[src/rtl/can_mux_bus_ctrl.sv]
// Host-to-CAN bridge for one or more controllers that share a multiplexed
// 8-bit address/data bus. Each access is one ALE / address-hold / strobe /
// CS-hold sequence. Each phase has a programmable length. The block also
// produces a controller reset pulse and synchronizes the interrupt lines.
module can_mux_bus_ctrl #(
  parameter int NUM_DEV    = 2,
  parameter int ADDR_SHIFT = 2,
  parameter int T_ALE      = 3,
  parameter int T_AS       = 1,
  parameter int T_STB      = 4,
  parameter int T_HOLD     = 1,
  parameter int T_RST      = 255
) (
  input  logic               clk,
  input  logic               rst_n,
  input  logic [31:0]        addr_32b_i,
  input  logic               wren_i,
  input  logic               rden_i,
  input  logic [31:0]        din_32b_i,
  input  logic               rst_req_i,
  output logic [31:0]        dout_32b_o,
  output logic               dout_32b_valid_o,
  output logic               busy_o,
  input  logic [7:0]         can_ad_i,
  output logic [7:0]         can_ad_o,
  output logic               can_ad_sel,
  output logic               can_ale,
  output logic               can_wr_n,
  output logic               can_rd_n,
  output logic               can_rst_n,
  output logic [NUM_DEV-1:0] can_cs_n,
  input  logic [NUM_DEV-1:0] can_int_n,
  output logic [NUM_DEV-1:0] irq_o
);

  localparam int DEV_W = (NUM_DEV > 1) ? $clog2(NUM_DEV) : 1;

  // Each phase counter is loaded with (length - 1) and the phase ends when it reaches 0.
  localparam logic [7:0] CNT_ALE  = 8'(T_ALE - 1);
  localparam logic [7:0] CNT_AS   = 8'(T_AS - 1);
  localparam logic [7:0] CNT_STB  = 8'(T_STB - 1);
  localparam logic [7:0] CNT_HOLD = 8'(T_HOLD - 1);
  localparam logic [7:0] CNT_RST  = 8'(T_RST - 1);

  typedef enum logic [2:0] {
    ST_RST,
    ST_IDLE,
    ST_ALE,
    ST_AHOLD,
    ST_STB,
    ST_HOLD,
    ST_DONE
  } state_t;

  state_t             state_reg;
  logic [7:0]         cnt_reg;
  logic               rd_reg;
  logic [DEV_W-1:0]   dev_reg;
  logic [7:0]         data_reg;
  logic               rst_pend_reg;
  logic [NUM_DEV-1:0] irq_meta_reg;

  logic [7:0]         req_index;
  logic [DEV_W-1:0]   req_dev;
  logic [NUM_DEV-1:0] dev_sel;
  logic               dev_ok;

  // Only din[7:0] and the index/device bits of the address are meaningful.
  wire unused_ok = ^{din_32b_i[31:8], addr_32b_i};

  assign req_index = addr_32b_i[ADDR_SHIFT +: 8];

  // The device field sits directly above the register index. A single device has no field.
  generate
    if (NUM_DEV > 1) begin : g_dev_field
      assign req_dev = addr_32b_i[ADDR_SHIFT + 8 +: DEV_W];
    end else begin : g_no_dev_field
      assign req_dev = '0;
    end
  endgenerate

  // One-hot decode of the latched device. An out-of-range device selects nothing.
  generate
    for (genvar gi = 0; gi < NUM_DEV; gi++) begin : g_dev_sel
      assign dev_sel[gi] = (dev_reg == DEV_W'(gi));
    end
  endgenerate

  assign dev_ok = |dev_sel;

  // Interrupt lines: two-flop synchronizer. The output is active-high.
  always_ff @(posedge clk or negedge rst_n) begin
    if (!rst_n) begin
      irq_meta_reg <= '0;
      irq_o        <= '0;
    end else begin
      irq_meta_reg <= ~can_int_n;
      irq_o        <= irq_meta_reg;
    end
  end

  // Bus sequencer: phase state, phase counter and all registered bus/host outputs.
  always_ff @(posedge clk or negedge rst_n) begin
    if (!rst_n) begin
      state_reg        <= ST_RST;
      cnt_reg          <= CNT_RST;
      rd_reg           <= 1'b0;
      dev_reg          <= '0;
      data_reg         <= 8'h00;
      rst_pend_reg     <= 1'b0;
      can_ad_o         <= 8'h00;
      can_ad_sel       <= 1'b0;
      can_ale          <= 1'b0;
      can_wr_n         <= 1'b1;
      can_rd_n         <= 1'b1;
      can_rst_n        <= 1'b0;
      can_cs_n         <= '1;
      dout_32b_o       <= 32'h0;
      dout_32b_valid_o <= 1'b0;
      busy_o           <= 1'b1;
    end else begin
      dout_32b_valid_o <= 1'b0;

      // A soft reset requested mid-transaction waits until the access finishes.
      if (rst_req_i && (state_reg != ST_IDLE) && (state_reg != ST_RST)) begin
        rst_pend_reg <= 1'b1;
      end

      case (state_reg)
        ST_RST: begin
          if (cnt_reg == 8'd0) begin
            can_rst_n <= 1'b1;
            busy_o    <= 1'b0;
            state_reg <= ST_IDLE;
          end else begin
            cnt_reg <= cnt_reg - 8'd1;
          end
        end

        ST_IDLE: begin
          if (rst_req_i) begin
            // A reset request beats any access in the same cycle. The access is dropped.
            can_rst_n <= 1'b0;
            cnt_reg   <= CNT_RST;
            busy_o    <= 1'b1;
            state_reg <= ST_RST;
          end else if (wren_i || rden_i) begin
            rd_reg     <= rden_i;
            dev_reg    <= req_dev;
            data_reg   <= din_32b_i[7:0];
            can_ale    <= 1'b1;
            can_ad_o   <= req_index;
            can_ad_sel <= 1'b0;
            cnt_reg    <= CNT_ALE;
            busy_o     <= 1'b1;
            state_reg  <= ST_ALE;
          end
        end

        ST_ALE: begin
          if (cnt_reg == 8'd0) begin
            can_ale   <= 1'b0;
            cnt_reg   <= CNT_AS;
            state_reg <= ST_AHOLD;
          end else begin
            cnt_reg <= cnt_reg - 8'd1;
          end
        end

        ST_AHOLD: begin
          if (cnt_reg == 8'd0) begin
            can_cs_n <= ~dev_sel;
            if (rd_reg) begin
              can_rd_n   <= 1'b0;
              can_ad_sel <= 1'b1;
              can_ad_o   <= 8'h00;
            end else begin
              can_wr_n <= 1'b0;
              can_ad_o <= data_reg;
            end
            cnt_reg   <= CNT_STB;
            state_reg <= ST_STB;
          end else begin
            cnt_reg <= cnt_reg - 8'd1;
          end
        end

        ST_STB: begin
          if (cnt_reg == 8'd0) begin
            can_rd_n <= 1'b1;
            can_wr_n <= 1'b1;
            // Read data is sampled on the last strobe edge. If no device was selected, the read returns 0.
            if (rd_reg) begin
              dout_32b_o <= {24'h0, dev_ok ? can_ad_i : 8'h00};
            end
            cnt_reg   <= CNT_HOLD;
            state_reg <= ST_HOLD;
          end else begin
            cnt_reg <= cnt_reg - 8'd1;
          end
        end

        ST_HOLD: begin
          if (cnt_reg == 8'd0) begin
            can_cs_n         <= '1;
            can_ad_sel       <= 1'b0;
            can_ad_o         <= 8'h00;
            dout_32b_valid_o <= 1'b1;
            state_reg        <= ST_DONE;
          end else begin
            cnt_reg <= cnt_reg - 8'd1;
          end
        end

        ST_DONE: begin
          if (rst_pend_reg || rst_req_i) begin
            rst_pend_reg <= 1'b0;
            can_rst_n    <= 1'b0;
            cnt_reg      <= CNT_RST;
            state_reg    <= ST_RST;
          end else begin
            busy_o    <= 1'b0;
            state_reg <= ST_IDLE;
          end
        end

        default: begin
          busy_o    <= 1'b0;
          state_reg <= ST_IDLE;
        end
      endcase
    end
  end

endmodule
[config.mk]
export PLATFORM = sky130hd
export DESIGN_NAME = can_mux_bus_ctrl
export DESIGN_NICKNAME = d
export VERILOG_FILES = /design/src/rtl/can_mux_bus_ctrl.sv
export SDC_FILE = /design/constraint.sdc
export NUM_CORES = 1
export LEC_CHECK = 0
export ABC_AREA = 1
export BUFFER_PORTS_ARGS = -buffer_cell sky130_fd_sc_hd__buf_2
export CAP_MARGIN = 20
export CORE_ASPECT_RATIO = 1.1
export CORE_UTILIZATION = 46
export DETAILED_ROUTE_END_ITERATION = 10
export PLACE_DENSITY = 0.9
export SETUP_SLACK_MARGIN = 0.1
export SLEW_MARGIN = 20
export SYNTH_ARGS = -nofsm -noshare
export SYNTH_HDL_FRONTEND = slang
export SYNTH_SLANG_ARGS = --single-unit
export TNS_END_PERCENT = 1
[constraint.sdc]
create_clock -name clk -period 1.95 [get_ports clk]
set_clock_uncertainty 0.15 [all_clocks]
set_input_delay 0 -clock clk [delete_from_list [all_inputs] [get_ports clk]]
set_output_delay 0 -clock clk [all_outputs]
set_load 0.05 [all_outputs]
Yosys cells after proc, flatten, opt, wreduce, memory -nomap -nowiden
Cells that the tools add are included.

word-level totals
  logic and storage cells = 125
  output and inout bits = 51
  register bits = 51
  input port bits = 79

operators by class
  reduce and logical (&&, ||, !) cells = 28
  add/sub/neg operators = 1
  bitwise gates (word level) = 5
  equality and inequality tests = 21
  muxes and demuxes = 52

operator list
  operator               number
  $mux W8                11
  $pmux W8 S5            1
  $ne A2 B2 Y1 const B   13
  $pmux W8 S3            1
  $reduce_and A4 Y1      6
  $mux W1                22
  $mux W3                7
  $pmux W3 S7            1
  $reduce_and A6 Y1      2
  $eq A3 B3 Y1 const B   3
  $reduce_and A3 Y1      3
  $reduce_bool A3 Y1     3
  $logic_not A8 Y1       1
  $sub A8 B1 Y8 const B  1
  $eq A3 B2 Y1 const B   2
  $pmux W1 S2            3
  $pmux W1 S3            2
  $reduce_bool A2 Y1     3
  $reduce_and A5 Y1      1
  $reduce_bool A5 Y1     1
  $mux W2                2
  $not A2 Y2             2
  $pmux W1 S4            1
  $pmux W2 S2            1
  other kinds (9)        14

Longest topological paths before layout
Gate-level depths: netlist (run 1).

  depth in word-level cells = 6
  mapped depth = 12
  gate-level depth less buffers = 11

Worst setup path before layout (run 1)
Ideal clock, no wire load.

  kind = register to register
  from = reg cnt_reg[1]
  to = reg can_rd_n
  required time = 1740 ps
  setup time = 60 ps
  buffers on the path = 2
  stages on the path, launching flop included = 12
  setup slack = 242 ps
  period minus slack after synthesis = 1708 ps
  arrival = 1498 ps
  cells stage by stage = dfstp_2 inv_1 ha_1 nand2_1 inv_1 nand2_2 buf_6 nor2_1 buf_2 o21ai_1 nand2_1 nand2_1

on the way
  word-level cells in the longest chain between the ends = 3
  elaborated cells on any way between the ends = 4
  those cells by class = eq/ne (2); reduce/logical (2)

ends and longest elaborated chain
  item                             line      RTL
  from (decl)                      56        logic [7:0] cnt_reg;
  from (signal assigned)           136       cnt_reg <= cnt_reg - 8'd1;
  from (signal assigned)           166       cnt_reg <= cnt_reg - 8'd1;
  from (signal assigned)           184       cnt_reg <= cnt_reg - 8'd1;
  $logic_not A8 Y1 (*)             171, 189
  $ne A2 B2 Y1 (no line)           n/a
  $reduce_and A4 Y1 (no line) (*)  n/a
  to (signal assigned)             115       can_rd_n <= 1'b1;
  to (signal assigned)             174       can_rd_n <= 1'b0;
  to (signal assigned)             190       can_rd_n <= 1'b1;
  to (decl)                        29        output logic can_rd_n,

Mark *: on every way between the ends. The rest lies on a longest branch, timed or not.
A chain may end at the register's enable or synchronous reset.

Worst setup path after layout (run 1)
  from = reg cnt_reg[1]
  to = reg can_ad_o[7]

on the way
  word-level cells in the longest chain between the ends = 3
  elaborated cells on any way between the ends = 4
  those cells by class = eq/ne (2); reduce/logical (2)

ends and longest elaborated chain
  item                             line      RTL
  $logic_not A8 Y1 (*)             171, 204
  $ne A2 B2 Y1 (no line)           n/a
  $reduce_and A5 Y1 (no line) (*)  n/a
  to (signal assigned)             152       can_ad_o <= req_index;
  to (signal assigned)             179       can_ad_o <= data_reg;
  to (decl)                        25        output logic [7:0] can_ad_o,

Marked as above.

==> results_dict.tcl, run 1 <==
set metrics [dict create \
    grt_usage_pct 24.19 \
    intPower_mw 3.073 \
    place.gp.congestion 0.8501 \
    rows 28 \
    vias 2648 \
    cts_buffer_depth 2 \
    critical_path.endpoint_type "flip-flop" \
    fin_cells 517 \
    io_buffers 58 \
    slowest_stage "dfstp_2" \
    post-route-drc-count 0 \
    relSlewSlack_pct 65.77 \
    path_max_fanout 7 \
    nNetsFinal 522 \
    hpwl_mm 4.309 \
    cts_tree "built" \
    fillCellCount 420 \
    report.final.slew_viol_count 0 \
    syn_avg_cell_area_um2 8.038 \
    cap_violations 0 \
    path_clk_slew_ns 0.10 \
    dieHeight_um 82.49 \
    hp-class "in2async" \
    seq_area_mm2 0.001294 \
    yosys_register_bits 51 \
    grt_pass1_vias 2409 \
    ant_nets 0 \
    area_growth_pct 31.22 \
    cts.sink_count 51 \
    swShare_pct 52.13 \
    layout-drive-gt1-share_pct 29.64 \
    hold_viol 0 \
    powerDensity_mw_per_mm2 1806 \
    crit_path_start_kind "flip-flop" \
    io_pins 130 \
    first_pass_iters 5 \
    synth_warnings 0 \
    yosysTopAreaCell "dfrtp_1" \
    core_mm2 0.005535 \
    wl_per_cell_um 14.41 \
    yosysUniqueCellTypes 31 \
    power_frac_seq_pct 30.8 \
    netlist_area_mm2 0.002709 \
    p_sw_mw 3.347 \
    rrSetupSlack_ns 0.1 \
    pre_cts_ws_ns -0.03596 \
    start_util_pct 48.94 \
    fin_crit_ns 1.850 \
    peakVddDrop_uv 841.7 \
    clkPwrFrac_pct 12.6 \
    r2r-start "cnt_reg[1]" \
    dieArea_mm2 0.006200 \
    root_buffer "clkbuf_8" \
    worst_ep_arrival_time_ns 1.96 \
    first_iter_violations 304 \
    syn_inst 337 \
    required_ns 2.06 \
    diodes 0 \
    post-route-worst-setup-slack_ns 0.09994 \
    dp_cells 469 \
    rsz0062_at_grt "true" \
    grt_pass1_wl_mm 11.18 \
    min_period_over_period_pct 94.88 \
    multiInputGateArea_mm2 0.001226 \
    slowest_delay_ns 0.55 \
    cts_max_level 2 \
    pwr-share-comb_pct 56.6 \
    cts_buffers 5 \
    status "complete, no violations" \
    dieWidth_um 75.17 \
    crit_type "reg2reg" \
    grt_max_degree 24 \
    grt-ovfl-total 0 \
    antenna_found_initial 0 \
    fmax_mhz 540.5 \
    crit_chain "inv_1, ha_1, nand2_2, inv_2, nand2_4, o21ai_4, buf_4, buf_4, a21oi_2" \
    worst_pin_slew_ns 0.5135 \
    routed_wl_mm 7.449 \
    seq_area_frac_synth_pct 47.67 \
    synth.area.top_cells "dfrtp_1 36%, nand2_1 16%, dfstp_2 12%" \
    clk_latency_ns 0.32 \
    setup_viol_count_final 0 \
    r2r_end "can_ad_o[7]" \
    crit_top_cell "buf_4" \
    vias_per_cell 5.122 \
    synth_top_area_share_pct 36.03 \
    reg2regPathDepth 9 \
    power_leakage_nw 1.843 \
]
Yosys cell counts:
cell type,n
nand3_1,20
xor2_1,3
a41oi_1,2
buf_2,2
ha_1,2
nor2_2,2
inv_1,21
a31oi_1,4
buf_6,2
o21ai_0,6
nor2_4,1
o21ai_1,7
inv_2,8
nand2_2,7
xnor2_1,2
a21oi_4,1
conb_1,1
dfstp_2,12
nor3_1,1
o21ai_4,1
nand3_4,1
buf_4,26
a21oi_1,12
a22oi_1,4
o22ai_1,1
nand2_1,117
a21oi_2,2
dfrtp_1,39
clkbuf_1,1
nor3_4,1
nor2_1,28
layout by cell type, fill, tap and decap left out, types with 4 or more instances in the layout:
cell	instances
a21oi_1	12
a22oi_1	4
a31oi_1	4
buf_2	58
buf_4	16
clkbuf_8	6
conb_1	24
dfrtp_1	37
dfstp_2	12
dlygate4sd3_1	30
inv_1	19
inv_2	10
nand2_1	114
nand2_2	9
nand3_1	17
nor2_1	27
o21ai_0	6
o21ai_1	6
how the worst max path moves through the flow:
| stage | start | to |
|---|---|---|
| 5_1_grt | cnt_reg[0] | can_ad_o[3] |
| 4_1_cts | cnt_reg[0] | dout_32b_o[6] |
| 2_1_floorplan | cnt_reg[1] | can_rd_n |
| 3_3_place_gp | cnt_reg[1] | state_reg[1] |
| 6_report | cnt_reg[1] | can_ad_o[7] |
| 3_5_place_dp | cnt_reg[0] | dout_32b_o[4] |
repair_timing:
item / CTS / global route
pin swaps: 0 / 2
resized for setup: 3 / 14
endpoints found under the setup margin: 17 / 39
buffers inserted: 0 / 9
gates cloned: 0 / 1
hold buffers: 30 / 0
hold endpoints to repair: 80 / 0
routing by layer:
layer	track usage [%]	vias up	part of all wire [%]
met5	0	-	0
met4	12.96	0	4.9
li1	-	1237	-
met1	30.12	1214	38
met2	39.46	156	50
met3	4.854	41	6.8
critical path: cells and delay by family (launching register included):
kind,cells,cell delay (ns)
and+or+nand+nor,2,0.23
adders and majority gates,1,0.20
DFF,1,0.55
buffers and inverters,4,0.44
AOI/OAI and AO/OA,2,0.23
cell type report:
class / instances / area share [%]
Clock inverter: 2 / 1.091
Clock buffer: 6 / 2.323
Tap cell: 75 / 2.640
Timing Repair Buffer: 104 / 19.99
Sequential cell: 51 / 36.40
Inverter: 29 / 3.062
Multi-Input combinational cell: 250 / 34.50
per-stage QoR:
step                      setup TNS, ns  cell area, um2  total power, mW  hold WS, ns  util, %
after floorplan                       0            2795            4.490      -0.4456        -
after global placement                0            3000            5.062      -0.1519    54.20
after CTS                             0            3435            6.036      0.04822    62.05
after global routing                  0            3555            6.872      0.09430    64.22
after detailed placement        -0.1740            3000            5.164      -0.1464    54.20
final                                 0            3555            6.421      0.01960    64.22
kinds of logic (layout without fill, tap and decap cells):
kind of cell / count (synthesis) / in the layout / share of synthesized area [%]
AND/OR/NAND/NOR: 178 / 179 / 27.71
buffers and inverters: 60 / 141 / 12.56
flip-flops: 51 / 51 / 47.67
AO/OA/AOI/OAI: 40 / 40 / 9.377
XOR/XNOR: 5 / 5 / 1.617
adder cells (fa/ha/maj): 2 / 2 / 0.9236
other: 1 / 24 / 0.1384
power by group through the flow:
stage                     Combinational, mW  Clock, mW  Sequential [mW]
after floorplan                        1.85          0             2.64
after global placement                 3.11          0             1.95
after detailed placement               3.20          0             1.97
after CTS                              3.28      0.802             1.95
after global routing                   3.96      0.866             2.04
final                                  3.63      0.807             1.98
Note: power is estimated with default switching activity, not from simulation.
==> run 2, diff against run 1 <==
==> constraint.sdc (replaced) <==
create_clock -name clk -period 2.1 [get_ports clk]
set_clock_uncertainty 0.15 [all_clocks]
set_input_delay 0 -clock clk [delete_from_list [all_inputs] [get_ports clk]]
set_output_delay 0 -clock clk [all_outputs]
set_load 0.05 [all_outputs]
==> run 2 against run 1 <==
  * Sequential power decreased by 7%
  * Sequential share of layout area increased by 1.2 points
  * Die area unchanged
  * Worst hold slack improved by 0.14 ns
  * Largest cell class unchanged
==> results_dict.tcl, run 2 (same netlist as run 1, synthesis figures left out) <==
set metrics [dict create \
    status "complete, no violations" \
    crit_top_cell "nand2_1" \
    rsz0062_at_grt "true" \
    diodes 0 \
    wl_per_cell_um 13.41 \
    holdCritStartpoint "wren_i" \
    cts.sink_count 51 \
    root_buffer "clkbuf_8" \
    report.final.slew_viol_count 0 \
    path_max_fanout 10 \
    peakVddDrop_uv 754.9 \
    area_growth_pct 26.79 \
    cp.buffers_inverters 3 \
    antenna_found_initial 0 \
    dieArea_mm2 0.006200 \
    worst_pin_slew_ns 0.6369 \
    io_pins 130 \
    clk_latency_ns 0.32 \
    first_pass_iters 5 \
    core_mm2 0.005535 \
    final_cell_mix "117 x nand2_1, 58 x buf_2, 39 x dfrtp_1" \
    layout-drive-gt1-share_pct 25.75 \
    vias_per_cell 5.028 \
    grt_max_degree 52 \
    io_buffers 58 \
    critical_path.endpoint_type "flip-flop" \
    slowest_stage "dfstp_2" \
    powerDensity_mw_per_mm2 1628 \
    cts_buffer_depth 2 \
    grt_usage_pct 21.60 \
    postLayoutCoreUtil_pct 62.05 \
    hp-class "in2reg" \
    rows 28 \
    cts_max_level 2 \
    vias 2544 \
    cap_violations 0 \
    place.gp.congestion 0.8699 \
    required_ns 2.21 \
    worstHoldEndpoint "data_reg[4]" \
    crit_type "reg2reg" \
    power_leakage_nw 1.765 \
    cts_tree "built" \
    slowest_delay_ns 0.55 \
    grt_pass1_wl_mm 10.01 \
    total_power_mw 5.591 \
    min_period_over_period_pct 92.31 \
    grt_pass1_vias 2309 \
    dieWidth_um 75.17 \
    pre_cts_ws_ns -0.05152 \
    first_iter_violations 205 \
    ant_nets 0 \
    hold_viol 0 \
    start_util_pct 48.94 \
    routed_wl_mm 6.787 \
    r2r_end "cnt_reg[2]" \
    post-route-drc-count 0 \
    grt-ovfl-total 0 \
    worst_ep_arrival_time_ns 2.04 \
    fin_crit_ns 1.939 \
    crit_chain "inv_1, ha_1, nand2_1, inv_1, nand2_2, buf_12, nand2_1, nand3_2, nand2_1, nand2_1, nand2_1, nand2_1" \
    critPathTopFamily "simple AND/OR/NAND/NOR gates" \
    rrSetupSlack_ns 0.16 \
    relSlewSlack_pct 57.54 \
    dieHeight_um 82.49 \
    final_common_cell "nand2_1" \
    holdPathStages 6 \
    setup_viol_count_final 0 \
    fmax_mhz 515.9 \
    nNetsFinal 511 \
    r2r-start "cnt_reg[1]" \
    reg2regPathDepth 12 \
    cts_buffers 5 \
    path_clk_slew_ns 0.10 \
    hpwl_mm 4.373 \
    post-route-worst-setup-slack_ns 0.1615 \
    crit_path_start_kind "flip-flop" \
]
==> run 2: metal layers <==
layer	global-route usage (%)	routed length (um)	share of wire [%]	vias up
li1	-	-	-	1202
met5	0	0	0	-
met3	2.549	387	5.7	28
met4	14.26	240	3.5	0
met2	36.13	3550	52	127
met1	26.17	2607	38	1187
==> run 2: through the flow <==
step	instance area, um2	std cells	setup TNS [ns]	hold WS, ns
2_1_floorplan	2795	360	0	-0.4456
3_3_place_gp	2998	467	0	-0.009355
3_5_place_dp	2998	467	-0.2924	-0.003797
4_1_cts	3400	505	0	0.1469
5_1_grt	3435	506	0	0.1966
6_report	3435	506	0	0.1576
==> run 2: cell type report <==
class	count	area, um2
fillers	457	2101
multi-input cells	249	1181
clock inverters	2	16.27
repair buffers	94	660.6
well taps	75	93.84
inverters	29	108.9
clock buffers	6	82.58
flip-flops and latches	51	1291
==> run 2: power by group <==
group / total (mW) / switching [mW] / internal [mW]
sequential: 1.84 / 0.361 / 1.48
clock: 0.604 / 0.335 / 0.269
combinational: 3.15 / 2.24 / 0.903
==> run 2: how the worst max path moves through the flow <==
stage | from | endpoint | slack, ns | cells after the start
after floorplan | cnt_reg[1] | can_rd_n | 0.39 | 11
after global placement | cnt_reg[1] | dout_32b_o[3] | 0.07 | 9
after detailed placement | cnt_reg[0] | dout_32b_o[6] | -0.05 | 9
after CTS | cnt_reg[0] | dout_32b_o[6] | 0.19 | 9
after global routing | cnt_reg[1] | state_reg[0] | 0.05 | 10
final | cnt_reg[1] | cnt_reg[2] | 0.16 | 12
==> run 2: worst register-to-register path, delay by kind of cell, from the launching register on <==
kind          cells  cell delay, ns
simple gates      8            0.73
flops             1            0.55
buf+inv           3            0.30
fa+ha+maj         1            0.17
==> run 2: timing repair <==
item | 4_1_cts | 5_1_grt
endpoints found under the setup margin | 8 | 24
hold buffers | 30 | 0
pin swaps | 0 | 1
endpoints found under the hold margin | 72 | 0
gates resized for setup | 1 | 3
setup buffers | 0 | 1
